**src/rtl/timer_pkg.sv**
```systemverilog
// Shared definitions for the stopwatch timer: FSM state encoding and BCD digit limits.
package timer_pkg;

  typedef enum logic [1:0] {
    ST_IDLE  = 2'd0,
    ST_RUN   = 2'd1,
    ST_PAUSE = 2'd2
  } state_e;

  localparam logic [3:0] ONES_MAX = 4'd9;
  localparam logic [2:0] TENS_MAX = 3'd5;

endpackage

```
**src/rtl/timer_ctrl_mod60.sv**
```systemverilog
// mod60: enable-gated BCD counter 00-59 with synchronous clear; tc flags the 59->00 step.
module mod60 (
  input  logic       clk,
  input  logic       rst_n,
  input  logic       clr,
  input  logic       en,
  output logic [6:0] count,
  output logic       tc
);
  import timer_pkg::*;

  logic [3:0] ones_q, ones_d;
  logic [2:0] tens_q, tens_d;

  // Comparisons use >= so an out-of-range digit can only ever step back to zero.
  always_comb begin
    ones_d = ones_q;
    tens_d = tens_q;
    if (clr) begin
      ones_d = 4'd0;
      tens_d = 3'd0;
    end else if (en) begin
      if (ones_q >= ONES_MAX) begin
        ones_d = 4'd0;
        tens_d = (tens_q >= TENS_MAX) ? 3'd0 : tens_q + 3'd1;
      end else begin
        ones_d = ones_q + 4'd1;
      end
    end
  end

  always_ff @(posedge clk or negedge rst_n) begin
    if (!rst_n) begin
      ones_q <= 4'd0;
      tens_q <= 3'd0;
    end else begin
      ones_q <= ones_d;
      tens_q <= tens_d;
    end
  end

  assign count = {tens_q, ones_q};
  assign tc    = en && (ones_q == ONES_MAX) && (tens_q == TENS_MAX);

endmodule

```
**src/rtl/timer_ctrl.sv**
```systemverilog
// Stopwatch controller: IDLE/RUN/PAUSE FSM, 1 s prescaler and MM:SS BCD counters.
// Lap display freeze is built only when TIMER_CTRL_LAP_EN is defined.
module timer_ctrl #(
  parameter int TICK_DIV = 50000000
) (
  input  logic       clk,
  input  logic       rst_n,
  input  logic       start_stop,
  input  logic       clear,
  input  logic       lap,
  output logic       running,
  output logic [6:0] sec_bcd,
  output logic [6:0] min_bcd,
  output logic       rollover,
  output logic       frozen
);
  import timer_pkg::*;

  localparam int            PW        = $clog2(TICK_DIV);
  localparam logic [PW-1:0] PRESC_MAX = PW'(TICK_DIV - 1);

  state_e        state_q, state_d;
  logic [PW-1:0] presc_q, presc_d;
  logic          rollover_q, rollover_d;
  logic          clr_all, run_st, tick;
  logic          sec_tc, min_tc;
  logic [6:0]    sec_live, min_live;

  // Clear is honoured only from PAUSE and beats a coincident start_stop.
  always_comb begin
    state_d = state_q;
    clr_all = 1'b0;
    case (state_q)
      ST_IDLE:  if (start_stop) state_d = ST_RUN;
      ST_RUN:   if (start_stop) state_d = ST_PAUSE;
      ST_PAUSE: begin
        if (clear) begin
          state_d = ST_IDLE;
          clr_all = 1'b1;
        end else if (start_stop) begin
          state_d = ST_RUN;
        end
      end
      default:  state_d = ST_IDLE;
    endcase
  end

  assign run_st  = (state_q == ST_RUN);
  assign tick    = run_st && (presc_q == PRESC_MAX);
  assign running = run_st;

  always_comb begin
    presc_d    = presc_q;
    rollover_d = min_tc;
    if (clr_all) begin
      presc_d = '0;
    end else if (run_st) begin
      presc_d = tick ? '0 : presc_q + PW'(1);
    end
  end

  always_ff @(posedge clk or negedge rst_n) begin
    if (!rst_n) begin
      state_q    <= ST_IDLE;
      presc_q    <= '0;
      rollover_q <= 1'b0;
    end else begin
      state_q    <= state_d;
      presc_q    <= presc_d;
      rollover_q <= rollover_d;
    end
  end

  assign rollover = rollover_q;

  mod60 u_sec (
    .clk   (clk),
    .rst_n (rst_n),
    .clr   (clr_all),
    .en    (tick),
    .count (sec_live),
    .tc    (sec_tc)
  );

  mod60 u_min (
    .clk   (clk),
    .rst_n (rst_n),
    .clr   (clr_all),
    .en    (sec_tc),
    .count (min_live),
    .tc    (min_tc)
  );

`ifdef TIMER_CTRL_LAP_EN
  logic       frozen_q, frozen_d;
  logic [6:0] snap_sec_q, snap_sec_d;
  logic [6:0] snap_min_q, snap_min_d;

  // The snapshot is the value on display during the lap cycle; counting carries on underneath.
  always_comb begin
    frozen_d   = frozen_q;
    snap_sec_d = snap_sec_q;
    snap_min_d = snap_min_q;
    if (clr_all) begin
      frozen_d = 1'b0;
    end else if (lap && (state_q != ST_IDLE)) begin
      frozen_d   = !frozen_q;
      snap_sec_d = sec_live;
      snap_min_d = min_live;
    end
  end

  always_ff @(posedge clk or negedge rst_n) begin
    if (!rst_n) begin
      frozen_q   <= 1'b0;
      snap_sec_q <= 7'h00;
      snap_min_q <= 7'h00;
    end else begin
      frozen_q   <= frozen_d;
      snap_sec_q <= snap_sec_d;
      snap_min_q <= snap_min_d;
    end
  end

  assign frozen  = frozen_q;
  assign sec_bcd = frozen_q ? snap_sec_q : sec_live;
  assign min_bcd = frozen_q ? snap_min_q : min_live;
`else
  logic unused_lap;
  assign unused_lap = lap;
  assign frozen     = 1'b0;
  assign sec_bcd    = sec_live;
  assign min_bcd    = min_live;
`endif

endmodule

```
**config.mk**
```make
export PLATFORM = sky130hd
export DESIGN_NAME = timer_ctrl
export DESIGN_NICKNAME = d
export VERILOG_FILES = /design/src/rtl/timer_pkg.sv /design/src/rtl/timer_ctrl_mod60.sv /design/src/rtl/timer_ctrl.sv
export SDC_FILE = /design/constraint.sdc
export NUM_CORES = 1
export LEC_CHECK = 0
export CORE_ASPECT_RATIO = 0.9
export CORE_MARGIN = 2
export CORE_UTILIZATION = 55
export DETAILED_ROUTE_END_ITERATION = 7
export HOLD_SLACK_MARGIN = 0.02
export PLACE_DENSITY = 0.87
export SETUP_SLACK_MARGIN = 0.3
export SYNTH_ARGS = -nofsm -noshare
export SYNTH_HDL_FRONTEND = slang
export SYNTH_SLANG_ARGS = --single-unit
```
**constraint.sdc**
```tcl
create_clock -name clk -period 4 [get_ports clk]
set_clock_uncertainty 0.15 [all_clocks]
set_input_delay 1 -clock clk [delete_from_list [all_inputs] [get_ports clk]]
set_output_delay 1 -clock clk [all_outputs]
set_load 0.01 [all_outputs]
```
==> impl_metrics.yaml <==
logic_synthesis:
  synth_seq_cells: 43
  syn-num-nets: 279
  ys_types: 52
  syn_area_um2: 2450
  synthCells: 263
  synth-async-reset-ratio_pct: 100
  syn_area_per_cell_um2: 9.32
  synth_edf_count: 0
  ys_warn_count: 0
  ys.flop_type: "dfrtp_1"
  ys_seq_area_share_pct: 43.9
clocking:
  root_buffer: "clkbuf_8"
  cts_tree: "done"
  clkTransAtPathRegs_ns: 0.09
  cts_max_path_buffers: 2
  clock_latency_ns: 0.31
  cts_hold_buf: 0
  htreeDepth: 2
  cts_resized: 0
  cts_buffers: 5
  postCtsSetupRepairBufs: 0
  clkSinkCount: 43
drt:
  final_antenna_net_count: 0
  routedWlPerCell_um: 14.2
  drtIter0Drc: 68
  wl_um: 4870
  vias: 1989
  firstDrtPassIters: 4
  drcViolationCount: 0
  viasPerCell: 5.78
placement:
  dp.cells: 336
  place.gp.congestion: 0.857
  hpwl_um: 3470
  portBuffers: 19
setup_path:
  path_cells: "clkdlybuf4s50_1 > and3b_1 > o2111ai_1 > nor4_1 > xnor2_1 > nor2_1"
  cp_data_required_time_ns: 4.04
  crit_buf_inv: 1
  cpLargestDelayFamily: "simple AND/OR/NAND/NOR gates"
  cp-end-kind: "flop"
  cp-start-kind: "input port"
  max_stage_delay_ns: 0.54
  cp_slowest_cell: "and3b_1"
  arrival_ns: 3.10
  path_class: "in2reg"
  crit_fanout: 14
cells_and_area:
  final_common_cell: "dfrtp_1"
  num_antenna_cells: 0
  most-common-layout-cells: "43 x dfrtp_1, 32 x nor2_1, 19 x nand2_1, 18 x clkdlybuf4s50_1, 16 x xnor2_1"
  drive_gt1_share_pct: 6.03
  layout.nets: 297
  nFillCells: 375
  final_cells: 344
  area_growth_pct: 13.9
timing:
  tightestPinTransition_ns: 0.944
  period_needed_ns: 3.05
  slew_headroom_pct: 37.1
  hold_violations: 0
  final-max-slew-violation-count: 0
  final.setup.tns_ns: 0
  whs_ns: 0.402
  grt_setup_unrepaired: "no"
  finalCritPeriodShare_pct: 76.4
  max_freq_mhz: 327
  final-setup-viol-count: 0
grt:
  grt_pass1_vias: 1914
  grt_pass1_wl_um: 8580
  antenna_found_initial: 0
  gr-total-overflow: 0
  grt_max_degree: 44
  grt_use_total_pct: 22.5
die:
  ioPinCount: 22
  initial_core_util_pct: 56.1
  rows: 23
  die_width_um: 74.4
  die-area_um2: 5010
  die_h_um: 67.3
  core_um2: 4370
pwr:
  peakVddDrop_mv: 0.324
  p_per_area_nw_per_um2: 524
  leakage_uw: 0.00123
  p_total_uw: 1460
run_status:
  status: "completed"
job:
  drv_cap: 0
worst_hold_path:
  worstHoldPathType: "reg2reg"
[flip-flops by register name, indices dropped and copies added (netlist names)]
name / count
state_q: 2
u_sec.tens_q: 3
rollover: 1
u_min.tens_q: 3
u_sec.ones_q: 4
presc_q: 26
u_min.ones_q: 4
[cell families (layout without fill, tap and decap cells)]
kind of cell,count (synthesis),in the layout,share of synthesized area (%)
and+or+nand+nor,126,126,28.5
DFF,43,43,43.9
AOI/OAI and AO/OA,36,36,9.23
xor gates and xnor gates,23,23,8.21
buffers and inverters,21,40,3.57
adders and majority gates,11,11,5.61
muxes,2,2,0.867
other,1,1,0.153
[metal layers]
metal	vias to the layer above	routed length, um	global-route usage (%)
met1	974	2240	28.0
li1	972	-	-
met2	37	2390	37.6
met5	-	0	0
met4	0	59	9.82
met3	6	185	5.07
[path summary, 6_finish.rpt]
check | start | to | slack (ns) | cells past startpoint
worst min register to register | presc_q[0] | presc_q[0] | 0.40 | 1
worst max register to register | u_sec.ones_q[1] | u_sec.tens_q[0] | 1.54 | 7
worst max-delay path | clear | presc_q[24] | 0.95 | 6
min in group asynchronous | rst_n | u_min.ones_q[3] | 0.67 | 1
max in group asynchronous | rst_n | presc_q[14] | 2.42 | 1
worst min-delay path | presc_q[0] | presc_q[0] | 0.40 | 1
[synth_stat cells, drive strengths merged (2+ instances only)]
cell type | n | area share (%)
a21boi | 2 | 0.61
a21oi | 9 | 1.8
and3 | 10 | 2.6
and4 | 3 | 1.1
buf | 5 | 1.1
clkbuf | 4 | 0.61
dfrtp | 43 | 44
ha | 11 | 5.6
inv | 11 | 1.7
nand2 | 20 | 3.2
nand3 | 10 | 2.0
nand4 | 15 | 4.3
nor2 | 32 | 4.9
nor2b | 4 | 1.0
nor3 | 7 | 1.4
nor4 | 8 | 2.7
o21ai | 14 | 2.9
o31ai | 3 | 0.92
or3 | 3 | 0.77
or3b | 2 | 0.71
or4 | 3 | 0.92
xnor2 | 16 | 5.7
xor2 | 7 | 2.5
[power by group]
| group | internal, uW | switching (uW) | leakage [uW] | total [uW] |
|---|---|---|---|---|
| Sequential | 528 | 125 | 0.000584 | 652 |
| Clock | 186 | 158 | 0.0000581 | 344 |
| Combinational | 232 | 236 | 0.000590 | 467 |
[stage by stage]
step,worst slack [ns],cell area [um2],util [%]
final,0.946,2790,63.8
after floorplan,1.60,2450,-
after detailed placement,0.663,2680,61.3
after global routing,0.782,2790,63.8
after global placement,0.732,2680,61.3
after CTS,0.988,2790,63.8
[final cells by class]
| cell class | count | area [um2] | share of cell area, % |
|---|---|---|---|
| Tap cell | 62 | 77.6 | 2.78 |
| Clock buffer | 5 | 68.8 | 2.46 |
| Inverter | 12 | 45.0 | 1.61 |
| Multi-Input combinational cell | 199 | 1290 | 46.1 |
| Clock inverter | 3 | 43.8 | 1.57 |
| Timing Repair Buffer | 20 | 193 | 6.90 |
| Sequential cell | 43 | 1080 | 38.5 |
Note: power is estimated with default switching activity, not from simulation.
